### config.mk
export PLATFORM = sky130hd
export DESIGN_NAME = leaf_net_iface
export DESIGN_NICKNAME = d
export VERILOG_FILES = /design/src/rtl/leaf_net_iface.sv
export SDC_FILE = /design/constraint.sdc
export NUM_CORES = 1
export LEC_CHECK = 0
export ABC_CLOCK_PERIOD_IN_PS = 2300
export CAP_MARGIN = 20
export CORE_MARGIN = 4
export CORE_UTILIZATION = 53
export DETAILED_ROUTE_END_ITERATION = 8
export HOLD_SLACK_MARGIN = 0.02
export PLACE_DENSITY = 0.89
export SYNTH_ARGS = -nofsm -noshare
export SYNTH_HDL_FRONTEND = slang
export SYNTH_SLANG_ARGS = --single-unit
### constraint.sdc
create_clock -name clk -period 2.3 [get_ports clk]
set_input_delay 0.46 -clock clk [delete_from_list [all_inputs] [get_ports clk]]
set_output_delay 0.46 -clock clk [all_outputs]
set_load 0.005 [all_outputs]
### src/rtl/leaf_net_iface.sv
// leaf_net_iface: network interface between one processing element and one
// child port of a leaf router in the binary-tree NoC.
//   TX path: PE word -> 20-bit packet {type, sender, receiver, data} -> FIFO -> router.
//   RX path: router packet -> address check -> {type, sender, data} -> FIFO -> PE.
// Packets whose receiver field is not NODE_ADDR are still consumed, but they
// are dropped and the sticky err_misroute flag is raised.
// Optional feature macro: LEAF_NET_IFACE_STATS_EN adds saturating 16-bit
// tx/rx/drop event counters as extra outputs.

// Small synchronous FIFO. The pointers carry one extra wrap bit so that full
// and empty can be told apart when the indices are equal. Storage is cleared
// on reset so the head word reads as zero straight out of reset.
module leaf_net_iface_fifo #(
  parameter int W     = 20,
  parameter int DEPTH = 4
) (
  input  logic         clk,
  input  logic         rst_n,
  input  logic         i_push,
  input  logic [W-1:0] i_data,
  input  logic         i_pop,
  output logic [W-1:0] o_data,
  output logic         o_full,
  output logic         o_empty
);
  localparam int AW = $clog2(DEPTH);
  localparam logic [AW:0] PTR_ONE = {{AW{1'b0}}, 1'b1};

  logic [AW:0]  r_wr_ptr;
  logic [AW:0]  r_rd_ptr;
  logic [W-1:0] r_mem [DEPTH];
  logic         w_push;
  logic         w_pop;

  assign o_full  = (r_wr_ptr[AW-1:0] == r_rd_ptr[AW-1:0]) && (r_wr_ptr[AW] != r_rd_ptr[AW]);
  assign o_empty = (r_wr_ptr == r_rd_ptr);
  // Callers already gate with full/empty; the extra gating keeps the FIFO safe on its own.
  assign w_push  = i_push && !o_full;
  assign w_pop   = i_pop && !o_empty;
  assign o_data  = r_mem[r_rd_ptr[AW-1:0]];

  // Pointer advance and storage write; push and pop may happen together.
  always_ff @(posedge clk or negedge rst_n) begin
    if (!rst_n) begin
      r_wr_ptr <= {(AW+1){1'b0}};
      r_rd_ptr <= {(AW+1){1'b0}};
      for (int i = 0; i < DEPTH; i++) begin
        r_mem[i] <= {W{1'b0}};
      end
    end else begin
      if (w_push) begin
        r_mem[r_wr_ptr[AW-1:0]] <= i_data;
        r_wr_ptr                <= r_wr_ptr + PTR_ONE;
      end
      if (w_pop) begin
        r_rd_ptr <= r_rd_ptr + PTR_ONE;
      end
    end
  end
endmodule

module leaf_net_iface #(
  parameter logic [4:0] NODE_ADDR = 5'd1,
  parameter int         TX_DEPTH  = 4,
  parameter int         RX_DEPTH  = 2
) (
  input  logic        clk,
  input  logic        rst_n,
  // PE transmit side
  input  logic        i_tx_valid,
  output logic        o_tx_ready,
  input  logic [1:0]  i_tx_type,
  input  logic [4:0]  i_tx_dest,
  input  logic [7:0]  i_tx_data,
  // router child input
  output logic        o_pkt_out_valid,
  input  logic        i_pkt_out_ready,
  output logic [19:0] o_pkt_out,
  // router child output
  input  logic        i_pkt_in_valid,
  output logic        o_pkt_in_ready,
  input  logic [19:0] i_pkt_in,
  // PE receive side
  output logic        o_rx_valid,
  input  logic        i_rx_ready,
  output logic [1:0]  o_rx_type,
  output logic [4:0]  o_rx_src,
  output logic [7:0]  o_rx_data,
  // error reporting
  output logic        o_err_misroute,
  input  logic        i_err_clr
`ifdef LEAF_NET_IFACE_STATS_EN
  ,
  output logic [15:0] o_tx_count,
  output logic [15:0] o_rx_count,
  output logic [15:0] o_drop_count
`endif
);

  logic        w_tx_full;
  logic        w_tx_empty;
  logic        w_tx_push;
  logic        w_tx_pop;
  logic [19:0] w_tx_pkt;

  logic        w_rx_full;
  logic        w_rx_empty;
  logic        w_rx_push;
  logic        w_rx_pop;
  logic        w_in_fire;
  logic        w_addr_ok;
  logic        w_misroute;
  logic [14:0] w_rx_entry;
  logic [14:0] w_rx_head;

  logic        r_err_misroute;

  // ---------------- transmit path ----------------
  // tx_ready only looks at occupancy: no pass-through when the FIFO is full.
  assign o_tx_ready      = !w_tx_full;
  assign o_pkt_out_valid = !w_tx_empty;
  assign w_tx_push       = i_tx_valid && !w_tx_full;
  assign w_tx_pop        = !w_tx_empty && i_pkt_out_ready;
  // Self-addressed packets are sent as-is; the router turns them around.
  assign w_tx_pkt        = {i_tx_type, NODE_ADDR, i_tx_dest, i_tx_data};

  leaf_net_iface_fifo #(
    .W     (20),
    .DEPTH (TX_DEPTH)
  ) u_tx_fifo (
    .clk     (clk),
    .rst_n   (rst_n),
    .i_push  (w_tx_push),
    .i_data  (w_tx_pkt),
    .i_pop   (w_tx_pop),
    .o_data  (o_pkt_out),
    .o_full  (w_tx_full),
    .o_empty (w_tx_empty)
  );

  // ---------------- receive path ----------------
  // A misaddressed packet is still accepted so the router never stalls on it.
  assign o_pkt_in_ready = !w_rx_full;
  assign w_in_fire      = i_pkt_in_valid && !w_rx_full;
  assign w_addr_ok      = (i_pkt_in[12:8] == NODE_ADDR);
  assign w_rx_push      = w_in_fire && w_addr_ok;
  assign w_misroute     = w_in_fire && !w_addr_ok;
  assign w_rx_entry     = {i_pkt_in[19:18], i_pkt_in[17:13], i_pkt_in[7:0]};
  assign w_rx_pop       = !w_rx_empty && i_rx_ready;

  leaf_net_iface_fifo #(
    .W     (15),
    .DEPTH (RX_DEPTH)
  ) u_rx_fifo (
    .clk     (clk),
    .rst_n   (rst_n),
    .i_push  (w_rx_push),
    .i_data  (w_rx_entry),
    .i_pop   (w_rx_pop),
    .o_data  (w_rx_head),
    .o_full  (w_rx_full),
    .o_empty (w_rx_empty)
  );

  assign o_rx_valid = !w_rx_empty;
  assign o_rx_type  = w_rx_head[14:13];
  assign o_rx_src   = w_rx_head[12:8];
  assign o_rx_data  = w_rx_head[7:0];

  // Sticky misroute flag; a new misroute beats a clear in the same cycle.
  always_ff @(posedge clk or negedge rst_n) begin
    if (!rst_n) begin
      r_err_misroute <= 1'b0;
    end else if (w_misroute) begin
      r_err_misroute <= 1'b1;
    end else if (i_err_clr) begin
      r_err_misroute <= 1'b0;
    end
  end

  assign o_err_misroute = r_err_misroute;

`ifdef LEAF_NET_IFACE_STATS_EN
  localparam logic [15:0] CNT_MAX = 16'hFFFF;

  logic [15:0] r_tx_count;
  logic [15:0] r_rx_count;
  logic [15:0] r_drop_count;

  // Saturating event counters: sent packets, accepted packets, dropped packets.
  always_ff @(posedge clk or negedge rst_n) begin
    if (!rst_n) begin
      r_tx_count   <= 16'd0;
      r_rx_count   <= 16'd0;
      r_drop_count <= 16'd0;
    end else begin
      if (w_tx_pop && (r_tx_count != CNT_MAX)) begin
        r_tx_count <= r_tx_count + 16'd1;
      end
      if (w_rx_push && (r_rx_count != CNT_MAX)) begin
        r_rx_count <= r_rx_count + 16'd1;
      end
      if (w_misroute && (r_drop_count != CNT_MAX)) begin
        r_drop_count <= r_drop_count + 16'd1;
      end
    end
  end

  assign o_tx_count   = r_tx_count;
  assign o_rx_count   = r_rx_count;
  assign o_drop_count = r_drop_count;
`endif

endmodule

# Yosys cells after proc, flatten, opt, wreduce, memory -nomap -nowiden
# Cells that the tools add are included.
# totals
regBits	121
out_inout_bits	40
ramBits	0
elab_cells	66
input_bits	42
mem_count	0
rom_bits	0
latchBits	0
# classes
n_mux	14
n_reduce_logical	20
bitwise	4
n_mul	0
magnitude_cmp	6
n_shift	0
add_sub_neg	4
eq_ne	7
div_mod_pow	0
# op_table
cell	n
80-bit bitwise mux	1
15-bit two-way mux	4
20-bit two-way mux	3
20-bit binary-select mux with 2-bit select	1
20-bit demux with 2-bit select	1
30-bit bitwise mux	1
15-bit demux with 1-bit select	1
1-bit logical AND	14
3-bit by 1-bit adder with 3-bit output, second input constant	2
3-bit greater-or-equal comparator, second input constant	2
2-bit NOT with 3-bit output	2
5-bit by 1-bit equality test with 1-bit output, second input constant	1
1-bit logical NOT	5
2-bit by 1-bit adder with 2-bit output, second input constant	2
2-bit equality test	2
2-bit greater-or-equal comparator, second input constant	2
1-bit NOT with 2-bit output	2
3-bit equality test	1
3-bit by 1-bit less-than comparator with 1-bit output, second input constant	1
2-bit by 1-bit less-than comparator with 1-bit output, second input constant	1
1-bit two-way mux	2
1-bit != test	2
2-bit nonzero test	1
1-bit equality test	1

# Longest topological paths before layout
# Gate-level depths: netlist of the first run.
# logic_depth
word_depth	6
ltp_mapped	7
depth_no_buf	5

# Hierarchy
# A second synthesis of the first run with hierarchy kept.
# hier_totals
hier_cells	358
area_unflattened_um2	5953.2
# by_module_without_submodules
module	cells_each	seq_area_each_um2	area_each_um2	instances
leaf_net_iface_fifo at u_tx_fifo	239	2152.1	4272.8	1
leaf_net_iface_fifo at u_rx_fifo	104	850.8	1580.3	1
leaf_net_iface	15	25.0	100.1	1

# Worst setup path after synthesis of the first run
# OpenSTA, ideal clock, no wires.
# synth_timing
kind	register -> output
from	register u_tx_fifo.r_rd_ptr[0]
to	output o_pkt_out[11]
path_stages_with_launch	4
arrival_time_ns	1.472
path_buffers	2
setup_slack_ns	0.368
required_time_ns	1.840
path_cell_list	dfrtp_1 -> buf_2 -> buf_2 -> mux4_2
# synth_via
elab_chain_len	4
# synth_rtl
item	line_no	rtl
start: declaration	30	logic [AW:0] r_rd_ptr;
start signal: assignment	46	r_rd_ptr <= {(AW+1){1'b0}};
start signal: assignment	56	r_rd_ptr <= r_rd_ptr + PTR_ONE;
2-bit NOT with 3-bit output (implied by the code)	40	assign o_data = r_mem[r_rd_ptr[AW-1:0]];
20-bit binary-select mux with 2-bit select	40	
20-bit two-way mux (implied by the code) (2 in series)	40	
end: declaration	78	output logic [19:0] o_pkt_out,
# No other way between the ends. The select of a mux whose other input is x is not followed.

# Worst setup path after layout of the first run
# layout_timing
from	register u_tx_fifo.r_rd_ptr[0]
to	output o_pkt_out[9]
# The elaborated chain is that of the path after synthesis.

==> results of run 1 <==
-- cells by family after synthesis --
kind of cell / after synthesis
flip-flops: 105
AND/OR/NAND/NOR: 27
adder cells (fa/ha/maj): 5
AO/OA/AOI/OAI: 10
other: 1
XOR/XNOR: 12
multiplexers: 123
buffers and inverters: 21
-- layer usage --
| layer | up-vias | wire (µm) |
|---|---|---|
| met5 | - | 0 |
| met4 | 0 | 29 |
| met3 | 4 | 468 |
| met2 | 75 | 4700 |
| met1 | 1435 | 4070 |
| li1 | 1277 | - |
-- metrics by stage --
| step | TNS, ns | instances | total power (W) | hold WS (ns) | setup slack [ns] |
|---|---|---|---|---|---|
| after floorplan | 0 | 307 | 0.00533 | 0.164 | 0.368 |
| after global placement | 0 | 492 | 0.00677 | 0.380 | 0.119 |
| after detailed placement | 0 | 492 | 0.00695 | 0.387 | 0.103 |
| after CTS | 0 | 511 | 0.00827 | 0.479 | 0.00402 |
| after global routing | -0.00507 | 513 | 0.00877 | 0.494 | -0.00507 |
| final | 0 | 513 | 0.00823 | 0.474 | 0.0674 |
-- power by group through the flow --
stage                     Clock (W)  Combinational [W]  Sequential [W]
after global routing        0.00148            0.00405         0.00323
after detailed placement          0            0.00381         0.00313
final                       0.00138            0.00372         0.00313
after global placement            0            0.00370         0.00307
after CTS                   0.00141            0.00373         0.00313
after floorplan                   0            0.00236         0.00297
-- layout make-up --
type	count	area, µm²	share of cell area, %
Clock inverter	6	114	1.88
Multi-Input combinational cell	181	2040	33.7
Clock buffer	10	138	2.28
Inverter	4	15.0	0.248
Tap cell	108	135	2.23
Timing Repair Buffer	99	977	16.2
Sequential cell	105	2630	43.5
-- repair_timing --
| action | CTS | global route |
|---|---|---|
| setup buffers | 1 | 2 |
| endpoints found under the setup margin | 31 | 18 |
| resized for setup | 24 | 5 |
| gates cloned | 1 | 0 |
| pin swaps | 1 | 0 |
| hold buffers | 1 | 0 |
| endpoints found under the hold margin | 23 | 0 |
-- registers in the layout, indices dropped and copies added (netlist names) --
register            count
u_tx_fifo.r_mem        64
u_rx_fifo.r_mem        30
u_tx_fifo.r_rd_ptr      3
u_tx_fifo.r_wr_ptr      3
u_rx_fifo.r_rd_ptr      2
u_rx_fifo.r_wr_ptr      2
o_err_misroute          1
-- cell usage in the layout (no fill, tap or decap), types with 3 or more instances in the layout --
| cell type | count |
|---|---|
| bufinv_16 | 3 |
| nand2_1 | 8 |
| clkbuf_8 | 10 |
| mux4_2 | 16 |
| clkdlybuf4s50_1 | 58 |
| inv_1 | 4 |
| clkdlybuf4s15_1 | 5 |
| xnor2_1 | 7 |
| conb_1 | 4 |
| ha_1 | 5 |
| buf_4 | 18 |
| dlygate4sd2_1 | 13 |
| nor2_2 | 4 |
| dfrtp_1 | 103 |
| buf_12 | 3 |
| or2_2 | 5 |
| mux2_2 | 105 |
| o21ai_0 | 5 |
-- path summary, 6_finish.rpt --
kind / end / cells past startpoint / slack (ns)
worst max-delay path: o_pkt_out[9] / 3 / 0.07
worst min-delay path: u_tx_fifo.r_mem[73] / 1 / 0.47
worst max register to register: u_tx_fifo.r_mem[66] / 7 / 0.36
worst min register to register: u_tx_fifo.r_mem[73] / 1 / 0.47
max in group asynchronous: u_rx_fifo.r_rd_ptr[0] / 3 / 0.97
min in group asynchronous: u_rx_fifo.r_mem[11] / 2 / 0.54
==> impl_metrics.toml, run 1 <==
[timing]
setup_viol = 0
layout_min_cycle_time_ns = 2.23
fmax_mhz = 448
rsz0062_at_grt = "true"
fin_crit_sh_pct = 97.1
finalHoldViolations = 0
skew_ns = 0.0130
slew_violations = 0

[yosys]
synth_warnings = 0
syn_area_per_cell_um2 = 15.7
synth_top_area_share_pct = 55.1
syn_area_um2 = 4770
synth-edff-count = 0
synth_top_family_by_area = "multiplexers"
synthCells = 304
synth_compound_area_share_pct = 1.26
synth_fa_ha_area_share_pct = 1.31
ys_ff_latch = 105
yosys.area.top_type = "dfrtp_1"
async_flop_share_pct = 100
ys_seq_area_share_pct = 55.1
muxShareOfSynthArea_pct = 32.8
synth_area_leaders = "dfrtp_1 (55%), mux2_2 (25%), mux4_2 (7.6%), xnor2_1 (1.5%), ha_1 (1.3%)"
synth-simple-area-share_pct = 4.17
ys_types = 31
synth_flop_cell = "dfrtp_1"
yosys.area_share.xor_xnor_pct = 2.36
synth_commonest_cells = "dfrtp_1 (105), mux2_2 (105), mux4_2 (16), nand2_1 (8), xnor2_1 (8)"

[run_status]
status = "completed"

[clock_tree]
clkLatencyLatePin_ns = 0.36
cts_tree = "built"
numCtsBuffers = 9
cts_sinks = 105
clkTransAtPathRegs_ns = 0.09
clockBufferDepth = 2
clockRootBuffer = "clkbuf_8"
h-tree-depth = 3

[worst_setup_path]
slowest_stage = "mux4_2"
end_kind = "primary output"
critPathMaxStageDelay_ns = 0.51
cp-start-kind = "register"
crit_arrival_ns = 1.77
path_class = "reg -> out"
crit_path_start = "u_tx_fifo.r_rd_ptr[0]"
crit_family = "multiplexers"
required_ns = 1.84
cp.buffers_inverters = 2
cp_cell_sequence = "buf_12, mux4_2, dlygate4sd2_1"
worstReg2RegStart = "u_tx_fifo.r_rd_ptr[0]"
crit_fanout = 11

[global_route]
grt_use_total_pct = 19.0
grtUsageMet3_pct = 4.87
overflow = 0
grtUsageMet2_pct = 32.5
grt_pass1_vias = 3159
antenna_found_initial = 0
top_usage_layer = "met2"
grt_pass1_wl_um = 15500
grt_max_degree = 47
grt_use_met1_pct = 25.0

[worst_hold_path]
hp-start = "u_tx_fifo.r_mem[73]"
holdCritPathClass = "reg -> reg"

[cells_and_area]
nets = 447
n_antenna_cell = 0
area_growth_pct = 26.9
n_fill_cell = 611
fin_area_um2 = 6050
post-route-util_pct = 69.4
drive_gt1_share_pct = 43.7

[pwr]
power.leakage_nw = 2.63
power.density_nw_per_um2 = 1360
seq_power_share_pct = 38.1
combPwrFrac_pct = 45.2
p_int_w = 0.00573
switching_share_pct = 30.4
ir_worst_vdd_v = 0.000757
p_clk_share_pct = 16.7
p_sw_w = 0.00250

[floorplanning]
fp-row-count = 34
die_y_um = 103
dieArea_um2 = 10600
die_w_um = 103
core_area_um2 = 8720
io_pins = 82
start_util_pct = 54.7

[job]
cap_violations = 0

[drt]
via_per_inst = 5.44
vias = 2791
postRouteAntennaNets = 0
first_iter_violations = 56
first_pass_iters = 4
detail_route.wl_per_cell_um = 18.1
finalWirelength_um = 9260
route.detailed.drc = 0

[place]
dp_hpwl_um = 6410
globalplace.congestion = 0.757
port_buffers = 77
placed_area_um2 = 5730
Power figures use the tool's default switching activity.
==> run 2, diff against run 1 <==
==> config.mk (replaced) <==
export PLATFORM = sky130hd
export DESIGN_NAME = leaf_net_iface
export DESIGN_NICKNAME = d
export VERILOG_FILES = /design/src/rtl/leaf_net_iface.sv
export SDC_FILE = /design/constraint.sdc
export NUM_CORES = 1
export LEC_CHECK = 0
export ABC_CLOCK_PERIOD_IN_PS = 2100
export CAP_MARGIN = 20
export CORE_MARGIN = 4
export CORE_UTILIZATION = 45
export DETAILED_ROUTE_END_ITERATION = 8
export HOLD_SLACK_MARGIN = 0.02
export PLACE_DENSITY = 0.79
export SYNTH_ARGS = -nofsm -noshare
export SYNTH_HDL_FRONTEND = slang
export SYNTH_SLANG_ARGS = --single-unit
export TNS_END_PERCENT = 30
==> constraint.sdc (replaced) <==
create_clock -name clk -period 2.1 [get_ports clk]
set_input_delay 0.42 -clock clk [delete_from_list [all_inputs] [get_ports clk]]
set_output_delay 0.42 -clock clk [all_outputs]
set_load 0.005 [all_outputs]
==> impl_metrics.toml, run 2 (same netlist as run 1, synthesis figures left out) <==
[cells_and_area]
final_common_cell = "mux2_2"
top_regs = "u_tx_fifo.r_mem x64, u_rx_fifo.r_mem x30"
largest_reg_flops = 64
drive_gt1_share_pct = 49.6
largest_register = "u_tx_fifo.r_mem"
final_cell_mix = "mux2_2 (105), dfrtp_1 (104), clkdlybuf4s50_1 (42)"
n_fill_cell = 781
nets = 457
n_antenna_cell = 0
area_growth_pct = 29.8
post-route-util_pct = 60.0

[place]
globalplace.congestion = 0.772
dp_hpwl_um = 6600
port_buffers = 77
pre_cts_ws_ns = -0.0725

[global_route]
grt_pass1_wl_um = 16700
overflow = 0
grt_max_degree = 43
antenna_found_initial = 0
grt_pass1_vias = 3300
grt_use_total_pct = 16.9

[floorplanning]
dieArea_um2 = 12300
fp-row-count = 37
io_pins = 82
die_y_um = 111
start_util_pct = 46.2
core_area_um2 = 10300
die_w_um = 111

[drt]
finalWirelength_um = 9710
via_per_inst = 5.20
first_pass_iters = 4
first_iter_violations = 96
detail_route.wl_per_cell_um = 17.6
postRouteAntennaNets = 0
vias = 2864
route.detailed.drc = 0

[timing]
rsz0062_at_grt = "true"
worst_slew_pin_slew_ns = 0.566
fmax_mhz = 464
slew_violations = 0
setup_viol = 13
setup_ws_ns = -0.0534
skew_ns = 0.00949
finalHoldViolations = 0
fin_crit_sh_pct = 103
relSlewSlack_pct = 62.3
layout_min_cycle_time_ns = 2.15

[worst_setup_path]
slowest_stage = "mux4_2"
end_kind = "primary output"
crit_family = "multiplexers"
required_ns = 1.68
cp-start-kind = "register"
cp_cell_sequence = "clkbuf_16, buf_6, mux4_2, buf_2"
cp.buffers_inverters = 3
critPathMaxStageDelay_ns = 0.49
crit_arrival_ns = 1.73
crit_fanout = 5
path_class = "reg -> out"

[run_status]
violations = "setup timing"
status = "finished with violations"

[pwr]
ir_worst_vdd_v = 0.000676
power.density_nw_per_um2 = 1460
power.leakage_nw = 2.75

[clock_tree]
cts_tree = "built"
h-tree-depth = 3
postCtsHoldBufs = 0
cts_sinks = 105
clockRootBuffer = "clkbuf_8"
numCtsBuffers = 9
clockBufferDepth = 2
clkTransAtPathRegs_ns = 0.10
clkLatencyLatePin_ns = 0.37

[worst_hold_path]
holdCritPathClass = "in -> async"

[job]
cap_violations = 0
run 2: cell types whose count changed in the layout (fill, tap and decap cells not counted), moves of 5 or more:
cell             change
buf_12               +7
buf_2               +14
clkdlybuf4s15_1      -5
buf_6                +9
clkdlybuf4s50_1     -16
buf_4                -7
run 2: metrics by stage:
step                      setup TNS [ns]  std cells  total power (W)  instance area (µm²)  hold WS (ns)
after floorplan                        0        307          0.00583                 4780         0.124
after global placement            -0.357        521          0.00754                 5840         0.446
after detailed placement          -0.553        521          0.00774                 5840         0.455
after CTS                          -1.56        551          0.00908                 6160        0.0375
after global routing               -1.69        551          0.00965                 6190        0.0640
final                             -0.361        551          0.00906                 6190        0.0368
run 2: report_power, final:
| group | internal, W | switching, W | leakage [nW] |
|---|---|---|---|
| logic | 0.00273 | 0.00166 | 1.38 |
| clock network | 0.000556 | 0.000689 | 0.0929 |
| registers | 0.00289 | 0.000532 | 1.28 |
| total | 0.00618 | 0.00288 | 2.75 |
run 2: repair_timing:
item | CTS | global route
cloned | 2 | 0
resized for setup | 100 | 13
setup endpoints to repair | 35 | 65
endpoints found under the hold margin | 0 | 0
buffers inserted | 12 | 0
pin swaps | 3 | 2
run 2: area by class of cell:
type	instances	area, µm²	area share [%]
clock buffers	10	128	2.06
clock inverters	6	67.6	1.09
inverters	4	15.0	0.243
multi-input cells	181	2060	33.3
flip-flops and latches	105	2630	42.5
well taps	136	170	2.75
repair buffers	109	1120	18.1
run 2: path summary, 6_finish.rpt:
check,end,slack (ns),start,depth (start not counted)
max in group asynchronous,u_tx_fifo.r_mem[3],1.48,rst_n,2
max,o_pkt_out[6],-0.05,u_tx_fifo.r_rd_ptr[0],4
min in group clk,u_tx_fifo.r_mem[53],0.48,u_tx_fifo.r_mem[53],1
max reg2reg,u_tx_fifo.r_mem[62],0.06,u_tx_fifo.r_rd_ptr[0],8
min,u_tx_fifo.r_mem[71],0.04,rst_n,1
min reg2reg,u_tx_fifo.r_mem[53],0.48,u_tx_fifo.r_mem[53],1
run 2: layer usage:
| metal | vias to the layer above | share of wire [%] | GRT usage [%] | wire length (µm) |
|---|---|---|---|---|
| li1 | 1303 | - | - | - |
| met1 | 1480 | 42 | 20.4 | 4050 |
| met2 | 72 | 51 | 28.9 | 4970 |
| met3 | 9 | 6.0 | 6.39 | 581 |
| met4 | 0 | 1.1 | 3.61 | 106 |
| met5 | - | 0 | 0 | 0 |
